**src/rtl/code_conv_pipe.sv**
```systemverilog
// Two-stage pipelined binary/Gray converter with valid/ready on both sides.
// Each word carries its own direction bit; S1 captures, S2 holds the converted word.
module code_conv_pipe #(
  parameter int unsigned WIDTH = 4,
  parameter int unsigned CNT_W = 16
) (
  input  logic             clk_i,
  input  logic             rst_i,
  input  logic             in_valid_i,
  output logic             in_ready_o,
  input  logic             in_mode_i,
  input  logic [WIDTH-1:0] in_data_i,
  output logic             out_valid_o,
  input  logic             out_ready_i,
  output logic [WIDTH-1:0] out_data_o,
  output logic             out_mode_o,
  output logic [CNT_W-1:0] xfer_cnt_o
);

  logic             s1_valid_q, s1_valid_d;
  logic             s1_mode_q, s1_mode_d;
  logic [WIDTH-1:0] s1_data_q, s1_data_d;
  logic             s2_valid_q, s2_valid_d;
  logic             s2_mode_q, s2_mode_d;
  logic [WIDTH-1:0] s2_data_q, s2_data_d;
  logic [CNT_W-1:0] xfer_cnt_q, xfer_cnt_d;
  logic             stall;

  // mode 0: binary->Gray; mode 1: Gray->binary as a prefix XOR from the MSB down
  function automatic logic [WIDTH-1:0] convert(input logic mode, input logic [WIDTH-1:0] w);
    logic [WIDTH-1:0] r;
    r = '0;
    r[WIDTH-1] = w[WIDTH-1];
    for (int i = WIDTH - 2; i >= 0; i--) begin
      r[i] = mode ? (r[i+1] ^ w[i]) : (w[i+1] ^ w[i]);
    end
    return r;
  endfunction

  always_comb begin
    stall      = s2_valid_q && !out_ready_i;
    in_ready_o = !s1_valid_q || !stall;

    s1_valid_d = s1_valid_q;
    s1_mode_d  = s1_mode_q;
    s1_data_d  = s1_data_q;
    s2_valid_d = s2_valid_q;
    s2_mode_d  = s2_mode_q;
    s2_data_d  = s2_data_q;
    xfer_cnt_d = xfer_cnt_q;

    // Payload only loads on a real input word so idle-bus X never enters the pipe
    if (in_ready_o) begin
      s1_valid_d = in_valid_i;
      if (in_valid_i) begin
        s1_mode_d = in_mode_i;
        s1_data_d = in_data_i;
      end
    end

    if (!stall) begin
      s2_valid_d = s1_valid_q;
      if (s1_valid_q) begin
        s2_mode_d = s1_mode_q;
        s2_data_d = convert(s1_mode_q, s1_data_q);
      end
    end

    if (s2_valid_q && out_ready_i) begin
      xfer_cnt_d = xfer_cnt_q + CNT_W'(1);
    end
  end

  always_ff @(posedge clk_i or posedge rst_i) begin
    if (rst_i) begin
      s1_valid_q <= 1'b0;
      s1_mode_q  <= 1'b0;
      s1_data_q  <= '0;
      s2_valid_q <= 1'b0;
      s2_mode_q  <= 1'b0;
      s2_data_q  <= '0;
      xfer_cnt_q <= '0;
    end else begin
      s1_valid_q <= s1_valid_d;
      s1_mode_q  <= s1_mode_d;
      s1_data_q  <= s1_data_d;
      s2_valid_q <= s2_valid_d;
      s2_mode_q  <= s2_mode_d;
      s2_data_q  <= s2_data_d;
      xfer_cnt_q <= xfer_cnt_d;
    end
  end

  assign out_valid_o = s2_valid_q;
  assign out_data_o  = s2_data_q;
  assign out_mode_o  = s2_mode_q;
  assign xfer_cnt_o  = xfer_cnt_q;

endmodule
```
**config.mk**
```make
export PLATFORM = sky130hd
export DESIGN_NAME = code_conv_pipe
export DESIGN_NICKNAME = d
export VERILOG_FILES = /design/src/rtl/code_conv_pipe.sv
export SDC_FILE = /design/constraint.sdc
export NUM_CORES = 1
export LEC_CHECK = 0
export ABC_AREA = 1
export BUFFER_PORTS_ARGS = -buffer_cell sky130_fd_sc_hd__buf_2
export CAP_MARGIN = 20
export CORE_MARGIN = 2
export CORE_UTILIZATION = 51
export CTS_BUF_LIST = sky130_fd_sc_hd__clkbuf_4 sky130_fd_sc_hd__clkbuf_8
export DETAILED_ROUTE_END_ITERATION = 12
export MAX_ROUTING_LAYER = met4
export PLACE_DENSITY = 0.76
export SLEW_MARGIN = 25
export SYNTH_ARGS = -nofsm -noshare
export SYNTH_HDL_FRONTEND = slang
export SYNTH_SLANG_ARGS = --single-unit
export TNS_END_PERCENT = 50
```
**constraint.sdc**
```tcl
create_clock -name clk_i -period 1.5 [get_ports clk_i]
set_input_delay 0.15 -clock clk_i [delete_from_list [all_inputs] [get_ports clk_i]]
set_output_delay 0.15 -clock clk_i [all_outputs]
set_load 0.1 [all_outputs]
```
==> results.yml, run 1 <==
synthesis:
  synthDominantAreaCellType: "sky130_fd_sc_hd__dfrtp_1"
  postSynthCellCount: 160
  netlist_top_cells_count: "sky130_fd_sc_hd__nand2_1 (58), sky130_fd_sc_hd__dfrtp_1 (28), sky130_fd_sc_hd__inv_1 (17)"
  area_contributors_post_synth: "sky130_fd_sc_hd__dfrtp_1 (51%), sky130_fd_sc_hd__nand2_1 (16%), sky130_fd_sc_hd__xor2_1 (5.1%), sky130_fd_sc_hd__inv_1 (4.6%), sky130_fd_sc_hd__nor2_1 (4.1%)"
  post_synth_instance_area_sq_mm: 0.00138
  synth-edff-count: 0
  yosys_warnings: 0
  synth.top_cell.area_share_pct: 50.9
  syn-num-nets: 170
  avgSynthCellArea_sq_um: 8.60
  post-synth-top-count-cell: "sky130_fd_sc_hd__nand2_1"
  synth_seq_area_share_pct: 50.9
  count_of_unique_library_cells_instantiated_by_yosys: 21
  postSynth.topFlopCell: "sky130_fd_sc_hd__dfrtp_1"
  yosys_register_bits: 28
  ys_async_sr_fraction_pct: 100
clock_tree:
  cts_buffers: 3
  clk_root_buffer_cell: "sky130_fd_sc_hd__clkbuf_4"
  deepest_clock_path_buffer_count: 2
  tritoncts: "built"
  cts_setup_buffers: 0
  htreeDepth: 1
  worst_skew_pair.late_latency_ns: 0.33
  tritoncts_num_sinks: 28
  clock_pin_slew_of_the_registers_on_the_worst_case_setup_and_hold_paths_ns: 0.15
setup_path:
  timing.critical_path.max_delay_family: "flip-flops"
  timing.rr.start: "xfer_cnt_o[0]"
  end_kind: "output pin"
  cp-startpoint: "xfer_cnt_o[0]"
  timing.reg2reg.setup_slack_ns: 0.12
  crit_path_launch_type: "flop"
  timing.setup.critical_path_class: "flop to output pin"
  crit_path_max_fanout: 5
  timing.critical_path.slowest_stage_cell: "sky130_fd_sc_hd__dfrtp_4"
  max_stage_delay_ns: 0.49
  timing.critical_path.cells: "buf_2"
  critical_path.n_buffers_inverters: 1
  worstPathRequired_ns: 1.35
  cp_data_arrival_time_ns: 1.26
global_routing:
  combined_global_route_utilization_of_all_metal_layers_pct: 18.9
  pin_count_of_the_biggest_net_entering_global_routing: 16
  grt_antenna_before_repair: 0
  globalRoute.totalOverflow: 0
  first_pass_grt_wire_length_microns: 4590
  via_count_of_the_first_global_routing_pass: 1031
finish:
  sequential_cell_area_sq_um: 733
  diodes: 0
  area_of_the_multi_input_gates_sq_um: 656
  num-fill-cells: 207
  finish.cell_count_without_fillers: 229
  fraction_of_final_layout_cells_with_drive_strength_greater_than_1_pct: 35.2
  nets: 210
  area_delta_synth_final_pct: 25.0
sta:
  slew_viol_final: 0
  slew_at_the_pin_closest_to_its_max_slew_limit_ns: 0.485
  min_period_ns: 1.41
  skew_ns: 0.00361
  unrepaired_setup_endpoints_after_global_routing: "false"
  setup_slack_ns: 0.0890
  timing.max_slew.rel_slack_pct: 67.9
  timing_hold_violations_final: 0
  setup_viol: 0
  timing.fmax_ghz: 0.709
  layout_worst_path_cycle_share_pct: 94.1
pwr:
  power.combinational.fraction_pct: 52.6
  clockPowerShare_pct: 11.7
  vdd.ir_drop.worst_mv: 1.59
  leakage_uw: 0.000890
  p_sw_share_pct: 56.4
  p_sw_uw: 1790
  internal_power_uw: 1390
  power-per-cell-area_mw_per_mm2: 1850
  power_frac_seq_pct: 35.7
detailed_routing:
  drt-initial-drc-count: 20
  number_of_remaining_drc_errors: 0
  route.antenna.remaining_nets: 0
  dr_total_vias: 1113
  detail_route.wl_per_cell_microns: 11.5
  via_per_inst: 4.86
  postRouteWirelength_microns: 2640
  dr.pass1.iters: 4
hold_path:
  worstHoldStart: "in_data_i[0]"
  worst_hold_path_type: "primary input to flop"
status:
  outcome: "finished clean"
floorplan:
  placeableCoreArea_sq_mm: 0.00252
  std_cell_rows: 18
  die_width_microns: 56.0
  io-pin-count: 32
  die_y_microns: 56.0
  die_area_sq_mm: 0.00313
  start_util_pct: 54.6
placed_design:
  pre_cts_setup_slack_ns: 0.117
  final_estimated_routing_congestion_in_global_placement: 0.845
  port-buffer-count: 31
  dp.final_hpwl_microns: 2040
  placed_cells_incl_taps: 224
run:
  maxCapViolCount: 0
[cell usage in the layout, fill, tap and decap left out, types with 2 or more instances in the layout]
| cell type | netlist | final |
|---|---|---|
| sky130_fd_sc_hd__clkbuf_4 | 0 | 3 |
| sky130_fd_sc_hd__inv_1 | 17 | 17 |
| sky130_fd_sc_hd__xnor2_1 | 4 | 4 |
| sky130_fd_sc_hd__nand2_4 | 0 | 2 |
| sky130_fd_sc_hd__nor2_2 | 3 | 2 |
| sky130_fd_sc_hd__dfrtp_2 | 0 | 8 |
| sky130_fd_sc_hd__xor2_1 | 8 | 8 |
| sky130_fd_sc_hd__nand2_1 | 58 | 58 |
| sky130_fd_sc_hd__nor2_4 | 0 | 2 |
| sky130_fd_sc_hd__buf_4 | 0 | 4 |
| sky130_fd_sc_hd__buf_2 | 0 | 30 |
| sky130_fd_sc_hd__nand3_1 | 5 | 4 |
| sky130_fd_sc_hd__dfrtp_4 | 0 | 6 |
| sky130_fd_sc_hd__o21ai_0 | 3 | 3 |
| sky130_fd_sc_hd__dfrtp_1 | 28 | 14 |
| sky130_fd_sc_hd__nand4_1 | 2 | 2 |
| sky130_fd_sc_hd__nand3b_1 | 3 | 3 |
| sky130_fd_sc_hd__nand3_4 | 1 | 2 |
| sky130_fd_sc_hd__mux2_2 | 4 | 4 |
| sky130_fd_sc_hd__nor2_1 | 15 | 14 |
[area by class of cell]
type / instances / share of cell area, %
Sequential cell: 28 / 42.6
Multi-Input combinational cell: 114 / 38.1
Timing Repair Buffer: 35 / 11.1
Inverter: 18 / 3.93
Tap cell: 30 / 2.18
Clock buffer: 4 / 2.11
[registers in the layout, summed over array words and instances (netlist names)]
signal and count:
xfer_cnt_o 16, s1_data_q 4, out_mode_o 1, out_valid_o 1
s1_valid_q 1, s1_mode_q 1, out_data_o 4
[path summary, 6_finish.rpt]
path                            cells after the start             end
worst max-delay path                                1   xfer_cnt_o[0]
worst min-delay path                                2    s1_data_q[0]
worst max register to register                      7  xfer_cnt_o[10]
worst min register to register                      2   out_data_o[1]
max in group asynchronous                           4       s1_mode_q
min in group asynchronous                           3     out_valid_o
[power by group through the flow]
stage                     clock network [uW]  registers (uW)  logic [uW]
after floorplan                            0            2160         388
after global placement                     0            1130        1660
after detailed placement                   0            1150        1670
after CTS                                373            1130        1680
after global routing                     408            1170        1770
final                                    372            1130        1670
[cells by family (layout without fill, tap and decap cells)]
group	after synthesis	after routing	synth area share, %
compound gates	4	4	1.45
xor+xnor	12	12	7.64
fa+ha+maj	1	1	0.909
buf+inv	18	57	4.91
flops	28	28	50.9
mux	4	4	3.27
simple gates	93	93	30.9
[repair_timing]
action / 4_1_cts / 5_1_grt
hold endpoints to repair: 8 / 0
endpoints found under the setup margin: 1 / 0
hold buffers: 1 / 0
gates resized for setup: 1 / 0
[per-stage QoR]
stage / power [uW] / area, sq um / util (%) / setup TNS [ns] / hold slack (ns)
2_1_floorplan: 2550 / 1460 / - / -0.873 / 0.215
3_3_place_gp: 2790 / 1670 / 66.3 / 0 / 0.144
3_5_place_dp: 2820 / 1670 / 66.3 / 0 / 0.141
4_1_cts: 3190 / 1720 / 68.2 / 0 / 0.0420
5_1_grt: 3340 / 1720 / 68.2 / 0 / 0.0262
6_report: 3180 / 1720 / 68.2 / 0 / 0.0421
[per-layer routing]
layer | global-route usage [%] | part of all wire (%) | vias to the layer above | wire [microns]
li1 | - | - | 572 | -
met1 | 27.9 | 52 | 514 | 1380
met4 | 6.12 | 0.91 | 0 | 24
met2 | 27.7 | 44 | 23 | 1150
met5 | - | 0 | - | 0
met3 | 2.09 | 3.4 | 4 | 89
Note: power is estimated with default switching activity, not from simulation.
==> inputs of run 2 (changes only) <==
Settings changed: PLACE_DENSITY 0.76 to 0.84, SETUP_SLACK_MARGIN set to 0.15.
==> run 2 against run 1 <==
Net effect: sequential power hardly changed; via count is 2.9% higher; clock power increased by 35%; critical path depth rose by 2; non-clock buffer count grew 4; register-to-register slack about the same; combinational power increased by 7%; die area unchanged; sequential cell count unchanged; first-iteration DRC count fell by 30%; critical endpoint is now in_ready_o; highest routed layer unchanged.
==> results.yml, run 2 (synthesized netlist as in run 1, its figures left out) <==
sta:
  slew_viol_final: 0
  skew_ns: 0.00706
  slew_at_the_pin_closest_to_its_max_slew_limit_ns: 0.487
  setup_viol: 0
  min_period_ns: 1.41
  layout_worst_path_cycle_share_pct: 93.7
  unrepaired_setup_endpoints_after_global_routing: "true"
  timing.max_slew.rel_slack_pct: 67.7
  timing.fmax_ghz: 0.712
  timing_hold_violations_final: 0
floorplan:
  die_y_microns: 56.0
  start_util_pct: 54.6
  io-pin-count: 32
  die_area_sq_mm: 0.00313
  die_width_microns: 56.0
  placeableCoreArea_sq_mm: 0.00252
  std_cell_rows: 18
clock_tree:
  cts_buffers: 3
  htreeDepth: 1
  clock_pin_slew_of_the_registers_on_the_worst_case_setup_and_hold_paths_ns: 0.16
  clk_root_buffer_cell: "sky130_fd_sc_hd__clkbuf_4"
  deepest_clock_path_buffer_count: 2
  worst_skew_pair.late_latency_ns: 0.34
  tritoncts_num_sinks: 28
  tritoncts: "built"
finish:
  final_common_cell: "sky130_fd_sc_hd__nand2_1"
  sequential_cell_area_sq_um: 736
  num-fill-cells: 197
  nets: 214
  number_of_flip_flops_in_the_largest_register: 16
  area_of_the_multi_input_gates_sq_um: 658
  area_delta_synth_final_pct: 32.1
  diodes: 0
  finish.cell_count_without_fillers: 233
  fraction_of_final_layout_cells_with_drive_strength_greater_than_1_pct: 36.9
  layout.cells.most_common_list: "sky130_fd_sc_hd__nand2_1 (57), sky130_fd_sc_hd__buf_2 (19), sky130_fd_sc_hd__inv_1 (17), sky130_fd_sc_hd__nor2_1 (14), sky130_fd_sc_hd__dfrtp_1 (14)"
setup_path:
  critical_path.n_buffers_inverters: 2
  crit_path_max_fanout: 3
  cp_data_arrival_time_ns: 1.26
  timing.setup.critical_path_class: "flop to output pin"
  timing.critical_path.cells: "buf_6 > nand3_4 > buf_12"
  worstRegToRegCells: 8
  crit_cells: 3
  max_stage_delay_ns: 0.53
  r2r-end: "xfer_cnt_o[15]"
  worst_setup_path_endpoint: "in_ready_o"
  cp-startpoint: "out_valid_o"
  worstPathRequired_ns: 1.35
  timing.reg2reg.setup_slack_ns: 0.11
  timing.critical_path.max_delay_family: "flip-flops"
  end_kind: "output pin"
  timing.critical_path.slowest_stage_cell: "sky130_fd_sc_hd__dfrtp_4"
  crit_path_launch_type: "flop"
  timing.rr.start: "xfer_cnt_o[0]"
detailed_routing:
  drt-initial-drc-count: 14
  dr.pass1.iters: 4
  number_of_remaining_drc_errors: 0
  dr_total_vias: 1145
  route.antenna.remaining_nets: 0
  met2_wire_length_microns: 1580
  postRouteWirelength_microns: 2850
  detail_route.wl_per_cell_microns: 12.2
  met3WireLength_microns: 73
  via_per_inst: 4.91
  met1Wirelength_microns: 1120
  top_layer_used: "met4"
pwr:
  leakage_uw: 0.000931
  vdd.ir_drop.worst_mv: 1.74
  power-per-cell-area_mw_per_mm2: 1880
  total_power_uw: 3410
global_routing:
  combined_global_route_utilization_of_all_metal_layers_pct: 18.9
  globalRoute.totalOverflow: 0
  first_pass_grt_wire_length_microns: 4570
  via_count_of_the_first_global_routing_pass: 1141
  grt_antenna_before_repair: 0
  pin_count_of_the_biggest_net_entering_global_routing: 29
hold_path:
  worst_hold_path_type: "primary input to flop"
placed_design:
  port-buffer-count: 31
  placed_cells_incl_taps: 222
  dp.final_hpwl_microns: 2120
  final_estimated_routing_congestion_in_global_placement: 0.779
status:
  outcome: "finished clean"
run:
  maxCapViolCount: 0
[run 2: cell types whose count changed in the layout (fill, tap and decap cells not counted)]
| cell | before | now |
|---|---|---|
| sky130_fd_sc_hd__nand2_1 | 58 | 57 |
| sky130_fd_sc_hd__inv_4 | 0 | 1 |
| sky130_fd_sc_hd__clkbuf_8 | 1 | 0 |
| sky130_fd_sc_hd__bufinv_16 | 0 | 1 |
| sky130_fd_sc_hd__inv_2 | 1 | 0 |
| sky130_fd_sc_hd__buf_6 | 0 | 1 |
| sky130_fd_sc_hd__buf_4 | 4 | 13 |
| sky130_fd_sc_hd__dfrtp_2 | 8 | 7 |
| sky130_fd_sc_hd__clkbuf_4 | 3 | 7 |
| sky130_fd_sc_hd__buf_12 | 0 | 1 |
| sky130_fd_sc_hd__nand2_2 | 0 | 1 |
| sky130_fd_sc_hd__dfrtp_4 | 6 | 7 |
| sky130_fd_sc_hd__buf_2 | 30 | 19 |
[run 2: final cells by class]
| class | instances | share of cell area [%] |
|---|---|---|
| multi-input cells | 114 | 36.2 |
| well taps | 30 | 2.06 |
| repair buffers | 39 | 14.5 |
| clock buffers | 3 | 1.24 |
| flip-flops and latches | 28 | 40.5 |
| clock inverters | 1 | 1.65 |
| inverters | 18 | 3.85 |
[run 2: worst register-to-register path: cells and delay by family (launching register included)]
family | cells | cell delay, ns
AOI/OAI and AO/OA | 1 | 0.27
buffers and inverters | 2 | 0.19
and+or+nand+nor | 5 | 0.39
DFF | 1 | 0.48
[run 2: metrics by stage]
stage	setup WS [ns]	hold WS [ns]	area, sq um	utilization [%]	setup TNS [ns]
after floorplan	-0.166	0.215	1460	-	-0.873
after global placement	0.197	0.221	1660	65.8	0
after detailed placement	0.154	0.231	1660	65.8	0
after CTS	0.121	0.0256	1750	69.2	0
after global routing	0.0236	0.0321	1820	72.1	0
final	0.0947	0.0318	1820	72.1	0
[run 2: what timing repair did]
item                                   4_1_cts  5_1_grt
setup endpoints to repair                   17       18
resized for setup                            9        9
pin swaps                                    0        3
gates cloned                                 0        0
hold buffers                                 1        0
buffers inserted                             0        6
endpoints found under the hold margin       28        0
[run 2: worst min path at each step]
stage                     slack [ns]  cells after the start            end  startpoint
after detailed placement        0.23                      3     out_mode_o       rst_i
after global placement          0.22                      3     out_mode_o       rst_i
after global routing            0.03                      2      s1_mode_q   in_mode_i
after CTS                       0.03                      2      s1_mode_q   in_mode_i
after floorplan                 0.22                      1  out_data_o[0]       rst_i
final                           0.03                      2      s1_mode_q   in_mode_i
[run 2: where the power goes]
group / total, uW / switching (uW) / internal, uW
clock network: 503 / 233 / 271
registers: 1130 / 169 / 959
logic: 1780 / 1420 / 358
total: 3410 / 1820 / 1590
[run 2: metal layers]
metal / vias up / GRT usage, %
li1: 579 / -
met1: 534 / 19.6
met4: 0 / 6.80
met3: 8 / 2.33
met2: 24 / 36.2
met5: - / -
==> inputs of run 3 (changes only) <==
Clock period 1.5 ns to 1.7 ns, I/O delays scaled along.
==> run 3 against run 2 <==
Net effect: wire length is 7.3% lower; cell count shrank 2.6%; worst setup slack improved by 0.16 ns; design area shrank 6.9%; via count fell by 3.1%; global-route usage fell by 0.35 points; total power decreased by 18%; clock-buffer cell count is 1 higher; hold slack improved by 0.033 ns; sequential share of layout area increased by 2.8 points; die area unchanged.
==> results.yml, run 3 (synthesized netlist as in run 1, its figures left out) <==
clock_tree:
  clock_pin_slew_of_the_registers_on_the_worst_case_setup_and_hold_paths_ns: 0.15
  htreeDepth: 1
  deepest_clock_path_buffer_count: 2
  tritoncts_num_sinks: 28
  tritoncts: "built"
  cts_buffers: 3
  worst_skew_pair.late_latency_ns: 0.32
  cts_setup_buffers: 0
  clk_root_buffer_cell: "sky130_fd_sc_hd__clkbuf_4"
global_routing:
  combined_global_route_utilization_of_all_metal_layers_pct: 18.5
  grt_antenna_before_repair: 0
  first_pass_grt_wire_length_microns: 4510
  pin_count_of_the_biggest_net_entering_global_routing: 29
  via_count_of_the_first_global_routing_pass: 1116
  globalRoute.totalOverflow: 0
setup_path:
  crit_path_launch_type: "flop"
  worstRegToRegCells: 7
  timing.reg2reg.setup_slack_ns: 0.28
  timing.critical_path.max_delay_family: "flip-flops"
  worstPathRequired_ns: 1.53
  critical_path.n_buffers_inverters: 1
  timing.setup.critical_path_class: "flop to output pin"
  crit_path_max_fanout: 5
  timing.critical_path.cells: "buf_2"
  crit_cells: 1
  max_stage_delay_ns: 0.50
  timing.rr.start: "xfer_cnt_o[0]"
  end_kind: "output pin"
  worst_setup_path_endpoint: "xfer_cnt_o[0]"
  cp-startpoint: "xfer_cnt_o[0]"
  r2r-end: "xfer_cnt_o[10]"
  timing.critical_path.slowest_stage_cell: "sky130_fd_sc_hd__dfrtp_4"
  cp_data_arrival_time_ns: 1.27
sta:
  layout_worst_path_cycle_share_pct: 84.8
  unrepaired_setup_endpoints_after_global_routing: "false"
  timing.fmax_ghz: 0.694
  setup_viol: 0
  slew_at_the_pin_closest_to_its_max_slew_limit_ns: 0.494
  min_period_ns: 1.44
  timing.max_slew.rel_slack_pct: 67.3
  slew_viol_final: 0
  skew_ns: 0.00616
  totalNegativeSetupSlack_ns: 0
  timing_hold_violations_final: 0
finish:
  finish.cell_count_without_fillers: 227
  number_of_flip_flops_in_the_largest_register: 16
  area_delta_synth_final_pct: 23.0
  num-fill-cells: 208
  fraction_of_final_layout_cells_with_drive_strength_greater_than_1_pct: 34.0
  sequential_cell_area_sq_um: 733
  diodes: 0
  final_common_cell: "sky130_fd_sc_hd__nand2_1"
  area_of_the_multi_input_gates_sq_um: 643
  nets: 208
  layout.cells.most_common_list: "sky130_fd_sc_hd__nand2_1 (58), sky130_fd_sc_hd__buf_2 (30), sky130_fd_sc_hd__inv_1 (17), sky130_fd_sc_hd__nor2_1 (15), sky130_fd_sc_hd__dfrtp_1 (14)"
hold_path:
  worst_hold_path_type: "primary input to flop"
floorplan:
  placeableCoreArea_sq_mm: 0.00252
  die_y_microns: 56.0
  die_width_microns: 56.0
  die_area_sq_mm: 0.00313
  std_cell_rows: 18
  io-pin-count: 32
  start_util_pct: 54.6
detailed_routing:
  dr.pass1.iters: 4
  number_of_remaining_drc_errors: 0
  postRouteWirelength_microns: 2640
  via_per_inst: 4.89
  drt-initial-drc-count: 34
  route.antenna.remaining_nets: 0
  dr_total_vias: 1110
  detail_route.wl_per_cell_microns: 11.6
status:
  outcome: "finished clean"
placed_design:
  final_estimated_routing_congestion_in_global_placement: 0.795
  dp.final_hpwl_microns: 2040
  port-buffer-count: 31
  placed_cells_incl_taps: 222
pwr:
  leakage_uw: 0.000866
  power-per-cell-area_mw_per_mm2: 1660
  total_power_uw: 2810
  vdd.ir_drop.worst_mv: 1.70
run:
  maxCapViolCount: 0
[run 3: cell type report]
| type | count | area share [%] |
|---|---|---|
| clock buffer | 4 | 2.14 |
| inverter | 18 | 3.99 |
| multi-input combinational | 114 | 38.0 |
| sequential | 28 | 43.3 |
| tap | 30 | 2.22 |
| timing repair buffer | 33 | 10.3 |
[run 3: repair_timing]
| action | CTS | global route |
|---|---|---|
| setup endpoints to repair | 1 | 0 |
| gates resized for setup | 1 | 0 |
| hold buffers | 1 | 0 |
| endpoints found under the hold margin | 28 | 0 |
[run 3: metrics by stage]
| step | util, % | hold WS, ns | area, sq um | worst slack [ns] |
|---|---|---|---|---|
| 6_report | 67.1 | 0.0653 | 1690 | 0.258 |
| 4_1_cts | 67.1 | 0.0642 | 1690 | 0.254 |
| 3_3_place_gp | 65.2 | 0.243 | 1640 | 0.374 |
| 3_5_place_dp | 65.2 | 0.250 | 1640 | 0.304 |
| 5_1_grt | 67.1 | 0.0460 | 1690 | 0.183 |
| 2_1_floorplan | - | 0.235 | 1440 | 0.0341 |
[run 3: worst min path at each step]
stage                     cells after the start  slack (ns)    startpoint            end
after global routing                          2        0.05  in_data_i[0]   s1_data_q[0]
after floorplan                               1        0.23         rst_i  out_data_o[0]
after global placement                        3        0.24         rst_i  out_data_o[3]
final                                         2        0.07     in_mode_i      s1_mode_q
after CTS                                     2        0.06     in_mode_i      s1_mode_q
after detailed placement                      3        0.25         rst_i  out_data_o[1]
[run 3: per-layer routing]
metal	part of all wire, %	vias up	GRT usage (%)
met1	44	507	20.8
met5	0	-	-
met2	51	33	33.8
li1	-	568	-
met3	4.5	2	3.49
met4	0.38	0	4.76
[run 3: report_power, final]
part	internal, uW	total (uW)	switching, uW
clock network	131	324	193
registers	841	1010	165
logic	256	1480	1230
